## config.mk

```make
export PLATFORM = sky130hd
export DESIGN_NAME = alu_arbiter_flat
export DESIGN_NICKNAME = d
export VERILOG_FILES = /design/src/rtl/alu_arbiter_if.sv /design/src/rtl/alu_arbiter.sv /design/src/flat_wrapper.sv
export SDC_FILE = /design/constraint.sdc
export NUM_CORES = 1
export LEC_CHECK = 0
export BUFFER_PORTS_ARGS = -buffer_cell sky130_fd_sc_hd__buf_2
export CAP_MARGIN = 5
export CORE_ASPECT_RATIO = 2
export CORE_MARGIN = 4
export CORE_UTILIZATION = 25
export DETAILED_ROUTE_END_ITERATION = 10
export PLACE_DENSITY = 0.49
export SYNTH_ARGS = -nofsm -noshare
export SYNTH_HDL_FRONTEND = slang
export SYNTH_SLANG_ARGS = --single-unit
export TNS_END_PERCENT = 20
```

## constraint.sdc

```tcl
create_clock -name clk -period 2.6 [get_ports clk]
set_input_delay 0.13 -clock clk [delete_from_list [all_inputs] [get_ports clk]]
set_output_delay 0.13 -clock clk [all_outputs]
set_load 0.01 [all_outputs]
```

## src/rtl/alu_arbiter_if.sv

```systemverilog
// Requester/response bundle between two ALU clients, a result consumer and alu_arbiter.
// The master side drives the requests and resp_ready; the slave side is the arbiter.
interface alu_arbiter_if;
    logic       req0_valid;
    logic       req1_valid;
    logic [5:0] req0_x;
    logic [5:0] req0_y;
    logic [5:0] req1_x;
    logic [5:0] req1_y;
    logic [2:0] req0_fxn;
    logic [2:0] req1_fxn;
    logic       req0_ready;
    logic       req1_ready;
    logic       resp_valid;
    logic       resp_id;
    logic [5:0] resp_answer;
    logic       resp_carry;
    logic       resp_oflow;
    logic       resp_ready;
    logic       busy;

    modport master (
        output req0_valid, req1_valid, req0_x, req0_y, req1_x, req1_y,
        output req0_fxn, req1_fxn, resp_ready,
        input  req0_ready, req1_ready, resp_valid, resp_id, resp_answer,
        input  resp_carry, resp_oflow, busy
    );

    modport slave (
        input  req0_valid, req1_valid, req0_x, req0_y, req1_x, req1_y,
        input  req0_fxn, req1_fxn, resp_ready,
        output req0_ready, req1_ready, resp_valid, resp_id, resp_answer,
        output resp_carry, resp_oflow, busy
    );
endinterface

```

## src/rtl/alu_arbiter.sv

```systemverilog
// Two-requester round-robin front end around a 6-bit ALU: one operation in
// flight, grant in IDLE, compute in EXEC, hold the registered result in RESP.
module alu_module (
    input  logic [5:0] i_x,
    input  logic [5:0] i_y,
    input  logic [3:0] i_fxn,
    output logic [5:0] o_answer,
    output logic       o_carry,
    output logic       o_oflow
);
    logic [6:0] w_sum;
    logic [6:0] w_diff;
    logic [6:0] w_neg_x;
    logic [6:0] w_neg_y;
    logic [5:0] w_xnor;
    logic       w_lt;

    // Subtraction and negation are two's-complement adds; carry means "no borrow".
    assign w_sum   = {1'b0, i_x} + {1'b0, i_y};
    assign w_diff  = {1'b0, i_x} + {1'b0, ~i_y} + 7'd1;
    assign w_neg_x = {1'b0, ~i_x} + 7'd1;
    assign w_neg_y = {1'b0, ~i_y} + 7'd1;
    assign w_lt    = $signed(i_x) < $signed(i_y);

    genvar gi;
    generate
        for (gi = 0; gi < 6; gi++) begin : g_xnor
            assign w_xnor[gi] = ~(i_x[gi] ^ i_y[gi]);
        end
    endgenerate

    always_comb begin
        o_answer = 6'd0;
        o_carry  = 1'b0;
        o_oflow  = 1'b0;
        case (i_fxn)
            4'd0: o_answer = i_x;
            4'd1: o_answer = i_y;
            4'd2: begin
                o_answer = w_neg_x[5:0];
                o_carry  = w_neg_x[6];
                o_oflow  = (i_x == 6'b100000);
            end
            4'd3: begin
                o_answer = w_neg_y[5:0];
                o_carry  = w_neg_y[6];
                o_oflow  = (i_y == 6'b100000);
            end
            4'd4: o_answer = {5'd0, w_lt};
            4'd5: o_answer = w_xnor;
            4'd6: begin
                o_answer = w_sum[5:0];
                o_carry  = w_sum[6];
                o_oflow  = (i_x[5] == i_y[5]) && (w_sum[5] != i_x[5]);
            end
            4'd7: begin
                o_answer = w_diff[5:0];
                o_carry  = w_diff[6];
                o_oflow  = (i_x[5] != i_y[5]) && (w_diff[5] != i_x[5]);
            end
            default: begin
                o_answer = 6'd0;
                o_carry  = 1'b0;
                o_oflow  = 1'b0;
            end
        endcase
    end
endmodule

module alu_arbiter (
    input  logic          clk,
    input  logic          rst,
    alu_arbiter_if.slave  bus
);
    typedef enum logic [1:0] {
        ST_IDLE = 2'd0,
        ST_EXEC = 2'd1,
        ST_RESP = 2'd2
    } state_t;

    state_t     r_state;
    state_t     w_state_next;
    logic       r_ptr;
    logic [5:0] r_x;
    logic [5:0] r_y;
    logic [2:0] r_fxn;
    logic       r_id;
    logic       r_resp_id;
    logic [5:0] r_resp_answer;
    logic       r_resp_carry;
    logic       r_resp_oflow;
    logic       w_grant0;
    logic       w_grant1;
    logic [5:0] w_alu_answer;
    logic       w_alu_carry;
    logic       w_alu_oflow;

    // Pointer only matters on contention; a lone requester always wins.
    always_comb begin
        w_grant0 = 1'b0;
        w_grant1 = 1'b0;
        if (!rst && r_state == ST_IDLE) begin
            if (bus.req0_valid && (!bus.req1_valid || !r_ptr)) begin
                w_grant0 = 1'b1;
            end else if (bus.req1_valid) begin
                w_grant1 = 1'b1;
            end
        end
    end

    always_ff @(posedge clk) begin
        if (rst) begin
            r_state <= ST_IDLE;
        end else begin
            r_state <= w_state_next;
        end
    end

    always_comb begin
        w_state_next = r_state;
        case (r_state)
            ST_IDLE: begin
                if (w_grant0 || w_grant1) begin
                    w_state_next = ST_EXEC;
                end
            end
            ST_EXEC: w_state_next = ST_RESP;
            ST_RESP: begin
                if (bus.resp_ready) begin
                    w_state_next = ST_IDLE;
                end
            end
            default: w_state_next = ST_IDLE;
        endcase
    end

    always_comb begin
        bus.req0_ready  = w_grant0;
        bus.req1_ready  = w_grant1;
        bus.resp_valid  = (r_state == ST_RESP);
        bus.busy        = (r_state != ST_IDLE);
        bus.resp_id     = r_resp_id;
        bus.resp_answer = r_resp_answer;
        bus.resp_carry  = r_resp_carry;
        bus.resp_oflow  = r_resp_oflow;
    end

    // Operands move only on a grant, so the ALU sees stable inputs through EXEC.
    always_ff @(posedge clk) begin
        if (rst) begin
            r_ptr         <= 1'b0;
            r_x           <= 6'd0;
            r_y           <= 6'd0;
            r_fxn         <= 3'd0;
            r_id          <= 1'b0;
            r_resp_id     <= 1'b0;
            r_resp_answer <= 6'd0;
            r_resp_carry  <= 1'b0;
            r_resp_oflow  <= 1'b0;
        end else begin
            if (w_grant0) begin
                r_x   <= bus.req0_x;
                r_y   <= bus.req0_y;
                r_fxn <= bus.req0_fxn;
                r_id  <= 1'b0;
                r_ptr <= 1'b1;
            end else if (w_grant1) begin
                r_x   <= bus.req1_x;
                r_y   <= bus.req1_y;
                r_fxn <= bus.req1_fxn;
                r_id  <= 1'b1;
                r_ptr <= 1'b0;
            end
            if (r_state == ST_EXEC) begin
                r_resp_id     <= r_id;
                r_resp_answer <= w_alu_answer;
                r_resp_carry  <= w_alu_carry;
                r_resp_oflow  <= w_alu_oflow;
            end
        end
    end

    alu_module u_alu (
        .i_x      (r_x),
        .i_y      (r_y),
        .i_fxn    ({1'b0, r_fxn}),
        .o_answer (w_alu_answer),
        .o_carry  (w_alu_carry),
        .o_oflow  (w_alu_oflow)
    );
endmodule

```

## src/flat_wrapper.sv

```systemverilog
// flat-port wrapper written by rule: the top's interface ports become plain ports
module alu_arbiter_flat 
  (clk, rst, bus_req0_valid, bus_req1_valid, bus_req0_x, bus_req0_y, bus_req1_x, bus_req1_y, bus_req0_fxn, bus_req1_fxn, bus_resp_ready, bus_req0_ready, bus_req1_ready, bus_resp_valid, bus_resp_id, bus_resp_answer, bus_resp_carry, bus_resp_oflow, bus_busy);
  alu_arbiter_if bus_i ();
  input  logic clk;
  input  logic rst;
  input wire logic [$bits(bus_i.req0_valid)-1:0] bus_req0_valid;
  input wire logic [$bits(bus_i.req1_valid)-1:0] bus_req1_valid;
  input wire logic [$bits(bus_i.req0_x)-1:0] bus_req0_x;
  input wire logic [$bits(bus_i.req0_y)-1:0] bus_req0_y;
  input wire logic [$bits(bus_i.req1_x)-1:0] bus_req1_x;
  input wire logic [$bits(bus_i.req1_y)-1:0] bus_req1_y;
  input wire logic [$bits(bus_i.req0_fxn)-1:0] bus_req0_fxn;
  input wire logic [$bits(bus_i.req1_fxn)-1:0] bus_req1_fxn;
  input wire logic [$bits(bus_i.resp_ready)-1:0] bus_resp_ready;
  output wire logic [$bits(bus_i.req0_ready)-1:0] bus_req0_ready;
  output wire logic [$bits(bus_i.req1_ready)-1:0] bus_req1_ready;
  output wire logic [$bits(bus_i.resp_valid)-1:0] bus_resp_valid;
  output wire logic [$bits(bus_i.resp_id)-1:0] bus_resp_id;
  output wire logic [$bits(bus_i.resp_answer)-1:0] bus_resp_answer;
  output wire logic [$bits(bus_i.resp_carry)-1:0] bus_resp_carry;
  output wire logic [$bits(bus_i.resp_oflow)-1:0] bus_resp_oflow;
  output wire logic [$bits(bus_i.busy)-1:0] bus_busy;
  assign bus_i.req0_valid = bus_req0_valid;
  assign bus_i.req1_valid = bus_req1_valid;
  assign bus_i.req0_x = bus_req0_x;
  assign bus_i.req0_y = bus_req0_y;
  assign bus_i.req1_x = bus_req1_x;
  assign bus_i.req1_y = bus_req1_y;
  assign bus_i.req0_fxn = bus_req0_fxn;
  assign bus_i.req1_fxn = bus_req1_fxn;
  assign bus_i.resp_ready = bus_resp_ready;
  assign bus_req0_ready = bus_i.req0_ready;
  assign bus_req1_ready = bus_i.req1_ready;
  assign bus_resp_valid = bus_i.resp_valid;
  assign bus_resp_id = bus_i.resp_id;
  assign bus_resp_answer = bus_i.resp_answer;
  assign bus_resp_carry = bus_i.resp_carry;
  assign bus_resp_oflow = bus_i.resp_oflow;
  assign bus_busy = bus_i.busy;
  alu_arbiter u_core (.clk(clk), .rst(rst), .bus(bus_i));
endmodule
```

# Yosys cells after proc, flatten, opt, wreduce, memory -nomap -nowiden
# Index checks and enable logic that the tools add are counted.
op_classes:
  reduce_logical: 15
  n_bitwise: 14
  n_lt_le_gt_ge: 1
  n_addsub: 5
  eq_ne: 17
  mux: 19
ops:
  columns: ["operator", "count"]
  rows:
  - ["6-bit one-hot mux with 8 select lines", 1]
  - ["6-bit two-way mux", 4]
  - ["6-bit by 1-bit adder with 7-bit output, second input constant", 2]
  - ["6-bit by 6-bit adder with 7-bit output", 2]
  - ["3-bit == test, second input constant", 4]
  - ["6-bit == test, second input constant", 2]
  - ["6-bit inverter", 2]
  - ["1-bit one-hot mux with 4 select lines", 2]
  - ["7-bit by 1-bit adder with 7-bit output, second input constant", 1]
  - ["1-bit two-way mux", 7]
  - ["3-bit by 2-bit == test with 1-bit output, second input constant", 2]
  - ["6-bit less-than comparator", 1]
  - ["3-bit two-way mux", 2]
  - ["1-bit inverter", 6]
  - ["2-bit one-hot mux with 3 select lines", 1]
  - ["1-bit XOR", 6]
  - ["1-bit logical AND", 4]
  - ["4-bit zero test", 1]
  - ["2-bit two-way mux", 2]
  - ["2-bit != test, second input constant", 2]
  - ["2-bit nonzero test", 2]
  - ["3-bit by 1-bit == test with 1-bit output, second input constant", 1]
  - ["1-bit zero test", 3]
  - ["1-bit != test", 3]
  - ["7 further kinds", 8]
totals:
  word_cells: 81
  reg_bits: 28
  output_inout_bits: 13
  inputBits: 35

# Logic depth before layout (Yosys ltp)
depth:
  word_depth: 8
  ltp_mapped: 9
  ltp_nobuf: 8

# Hierarchy
# A second synthesis with hierarchy kept.
unflattened:
  hier_cells: 328
  area_unflattened_um2: 2606.2
by_module_without_submodules:
  columns: ["mod", "n_inst", "area_per_inst_um2", "seq_area_each_um2", "cells_each"]
  rows:
  - ["alu_arbiter", 1, 1372.6, 560.5, 152]
  - ["alu_module", 1, 1233.7, 0.0, 176]

# Worst setup path after synthesis
# OpenSTA, ideal clock, no wires.
synth_path:
  path_kind: "reg-to-reg"
  startpoint: "register u_core.r_x[0]"
  endpoint: "register u_core.r_resp_answer[0], in the netlist u_core.bus.resp_answer[0]"
  setup_time_ps: 132
  path_buffers: 0
  synth_period_minus_slack_ps: 1948
  arrival_time_ps: 1815
  setup_slack_ps: 652
  stages_incl_launch_ff: 9
  required_ps: 2468
  cell_sequence: "dfxtp_1 inv_1 ha_1 fa_1 nor2b_1 o211ai_1 and4b_1 o41ai_1 a21oi_1"
synth_between:
  elab_chain_len: 3
  elab_cells_between_ends: 9
  classes_between: "4 x add/sub; 1 x order compare; 1 x mux; 3 x bitwise"
synth_rtl:
  columns: ["item", "line", "rtl"]
  rows:
  - ["start, declared", "alu_arbiter.sv:84", "logic [5:0] r_x;"]
  - ["start signal, assigned", "alu_arbiter.sv:162", "r_x <= bus.req0_x;"]
  - ["start signal, assigned", "alu_arbiter.sv:168", "r_x <= bus.req1_x;"]
  - ["6-bit by 6-bit adder with 7-bit output, or another cell as far along", "alu_arbiter.sv:20", "assign w_diff = {1'b0, i_x} + {1'b0, ~i_y} + 7'd1;"]
  - ["7-bit by 1-bit adder with 7-bit output, or another cell as far along", "alu_arbiter.sv:20", null]
  - ["6-bit one-hot mux with 8 select lines (*)", "alu_arbiter.sv:36", "case (i_fxn)"]
  - ["end signal, assigned", "alu_arbiter.sv:176", "r_resp_answer <= w_alu_answer;"]
  - ["end, declared", "alu_arbiter.sv:89", "logic [5:0] r_resp_answer;"]
# Mark *: on every way between the ends. The rest lies on a longest branch, timed or not.
# A chain may end at the register's enable or synchronous reset.

# Final worst setup path
layout_path:
  startpoint: "register u_core.r_y[4]"
  endpoint: "register u_core.r_resp_answer[5], in the netlist u_core.bus.resp_answer[5]"
layout_between:
  elab_chain_len: 4
  elab_cells_between_ends: 6
  classes_between: "4 x add/sub; 1 x mux; 1 x bitwise"
layout_rtl:
  columns: ["item", "line", "rtl"]
  rows:
  - ["start, declared", "alu_arbiter.sv:85", "logic [5:0] r_y;"]
  - ["start signal, assigned", "alu_arbiter.sv:163", "r_y <= bus.req0_y;"]
  - ["start signal, assigned", "alu_arbiter.sv:169", "r_y <= bus.req1_y;"]
  - ["6-bit inverter", "alu_arbiter.sv:20, alu_arbiter.sv:22", null]
  - ["6-bit by 6-bit adder with 7-bit output", "alu_arbiter.sv:20", null]
  - ["7-bit by 1-bit adder with 7-bit output", "alu_arbiter.sv:20", null]
  - ["6-bit one-hot mux with 8 select lines (*)", "alu_arbiter.sv:36", null]
# Marks and branches as above.

==> flow_metrics.tcl <==
set metrics [dict create \
    start_util_pct 25.7 \
    yosysWarningCount 0 \
    ios 48 \
    core-area_mm2 0.00938 \
    crit_path_max_fanout 7 \
    top_layer "met4" \
    setup_tns_ns 0 \
    netlist_top_cells_area "dfxtp_1, mux2i_1, ha_1" \
    rows 50 \
    hold_class "in2reg" \
    hp-start "bus_resp_ready" \
    syn-cell-area_mm2 0.00241 \
    nets 374 \
    r2r_slack_ns 0.19 \
    crit_top_cell "nand4_1" \
    p_leak_nw 1.08 \
    p_comb_share_pct 37.4 \
    maxCapViolCount 0 \
    hold_viol 0 \
    via_per_inst 5.21 \
    first_iter_violations 40 \
    drc 0 \
    finalWorstSetupSlack_ns 0.191 \
    dieArea_mm2 0.0114 \
    met2_length_um 4150 \
    hold_buffers 0 \
    synthesis.instances 282 \
    track_usage_pct 13.8 \
    cts.sinks 28 \
    cts_root_buf "clkbuf_16" \
    worst_pin_slew_ns 0.693 \
    ant_nets 0 \
    grt_max_degree 33 \
    synthFlopType "dfxtp_1" \
    clockBufferDepth 2 \
    synth_top_area_share_pct 23.3 \
    route.vias.total 2219 \
    start_kind "flip-flop" \
    drt_pass1_iterations 4 \
    arrival_ns 2.54 \
    ys_seq_area_share_pct 23.3 \
    ctsHtreeMaxLevel 1 \
    cts_resized 0 \
    drt-total-wl_um 7560 \
    synth_seq_cells 28 \
    avgSynthCellArea_um2 8.54 \
    wl_per_cell_um 17.7 \
    final_util_pct 29.6 \
    die_h_um 147 \
    slew_headroom_pct 52.6 \
    layout-drive-gt1-share_pct 23.3 \
    yosys.area.top_type "dfxtp_1" \
    sw_frac_of_total_pct 36.1 \
    syn_nets 333 \
    finalSetupViolCount 0 \
    crit_path_end "u_core.bus.resp_answer[5]$_SDFFE_PP0N_" \
    powerDensity_mw_per_mm2 595 \
    pre_cts_slack_ns 0.207 \
    numCtsBuffers 3 \
    fin_crit_ns 2.41 \
    worstSetupPathType "reg2reg" \
    post-cts-setup-buffers 0 \
    die_w_um 77.4 \
    grt_pass1_vias 2301 \
    synth_edf_count 0 \
    dr_wl_met3_um 213 \
    grt_overflow 0 \
    fmax_mhz 415 \
    final_max_slew_viol_count 0 \
    io_buffers 47 \
    fin_crit_sh_pct 92.7 \
    cp_data_required_time_ns 2.73 \
    n_antenna_cell 0 \
    gp_congestion 0.960 \
    area_growth_pct 15.2 \
    vdd_drop_max_mv 0.293 \
    slowest_stage "a2111oi_0" \
    m1WireLength_um 2740 \
    crit_start "u_core.r_y[4]$_SDFFE_PP0P_" \
    cts_tree "yes" \
    clkLatencyLatePin_ns 0.28 \
    synth_common_cells "dfxtp_1, nor2_1, mux2i_1" \
    grt_pass1_wl_um 12100 \
    yosys.cell_types.count 58 \
    p_sw_mw 0.596 \
    reg2reg_depth 7 \
    path_clk_slew_ns 0.08 \
    hpwl_um 6030 \
    p_clk_share_pct 29.3 \
    status "complete, no violations" \
    grt_antenna_before_repair 0 \
    max_stage_delay_ns 0.66 \
    reg2reg_from "u_core.r_y[4]$_SDFFE_PP0P_" \
    crit_chain "inv_1 > ha_1 > o21ai_0 > nand4_1 > nand4_1 > a2111oi_0 > a311oi_1" \
    rsz0062_at_grt "false" \
    ys_async_sr_fraction_pct 0 \
    r2r-end "u_core.bus.resp_answer[5]$_SDFFE_PP0N_" \
    cp-end-kind "flip-flop" \
    seqPwrFrac_pct 33.4 \
    skew_ns 0.00350 \
    p_int_mw 1.05 \
]
[per-layer routing]
layer / track usage, % / vias to the layer above
met1: 13.1 / 1024
met4: 9.71 / 0
met3: 1.60 / 23
met5: 0 / -
met2: 26.3 / 53
li1: - / 1119
[power by group through the flow]
stage / logic [mW] / registers, mW / clock network, mW
floorplan: 0.468 / 0.534 / 0
CTS: 0.618 / 0.550 / 0.497
detailed placement: 0.615 / 0.561 / 0
global placement: 0.614 / 0.559 / 0
finish: 0.617 / 0.551 / 0.483
global route: 0.682 / 0.561 / 0.503
[worst max-delay path, delay by kind of cell, from the launching register on]
kind                       cells  cell delay (ns)
DFF                            1             0.46
adders and majority gates      1             0.45
and+or+nand+nor                2             0.24
buffers and inverters          1             0.15
AOI/OAI and AO/OA              3             0.97
[worst min path at each step]
stage	to	slack (ns)	cells after the start
floorplan	u_core.r_ptr$_SDFFE_PP0P_	0.29	2
global placement	u_core.r_state[1]$_SDFFE_PP0P_	0.41	3
detailed placement	u_core.r_state[1]$_SDFFE_PP0P_	0.40	3
CTS	u_core.r_state[1]$_SDFFE_PP0P_	0.11	3
global route	u_core.r_state[1]$_SDFFE_PP0P_	0.11	3
finish	u_core.r_state[1]$_SDFFE_PP0P_	0.11	3
[cells by family (layout without fill, tap and decap cells)]
| kind of cell | after synthesis | in the layout | synth area share (%) |
|---|---|---|---|
| AND/OR/NAND/NOR | 104 | 104 | 25.0 |
| AO/OA/AOI/OAI | 69 | 69 | 20.7 |
| buffers and inverters | 34 | 74 | 9.66 |
| flip-flops | 28 | 28 | 23.3 |
| multiplexers | 21 | 21 | 8.78 |
| adder cells (fa/ha/maj) | 16 | 16 | 8.94 |
| XOR/XNOR | 10 | 10 | 3.64 |
[state kept, by name (all words and copies together) (netlist names), 2 cells and up]
signal and count:
u_core.r_x 6, u_core.r_fxn 3, u_core.bus.resp_answer 6, u_core.r_y 6, u_core.r_state 2
[placed cells by master (no fill, tap or decap), types with 4 or more instances in the layout]
master and count:
a211oi_1 16, a21oi_1 11, a31oi_1 5, buf_2 47, buf_4 11, dfxtp_1 28, ha_1 14, inv_1 12
mux2i_1 20, nand2_1 11, nand2b_1 8, nand3_1 4, nand3b_1 5, nand4_1 5, nor2_1 28, nor2b_1 9
nor3_1 11, o21ai_0 9, xnor2_1 9
[through the flow]
| step | area (µm²) | power, mW | cells | hold WS, ns |
|---|---|---|---|---|
| 6_report | 2770 | 1.65 | 426 | 0.115 |
| 4_1_cts | 2770 | 1.67 | 426 | 0.105 |
| 5_1_grt | 2770 | 1.75 | 426 | 0.113 |
| 2_1_floorplan | 2410 | 1.00 | 282 | 0.294 |
| 3_3_place_gp | 2670 | 1.17 | 422 | 0.406 |
| 3_5_place_dp | 2670 | 1.18 | 422 | 0.401 |
[layout make-up]
class                   count  area, µm²
flip-flops and latches     28        561
fillers                  1039       6610
clock inverters             1       30.0
repair buffers             58        318
inverters                  12       45.0
well taps                 104        130
clock buffers               3       75.1
multi-input cells         220       1620
No activity file was read; power rests on OpenSTA's default activity.
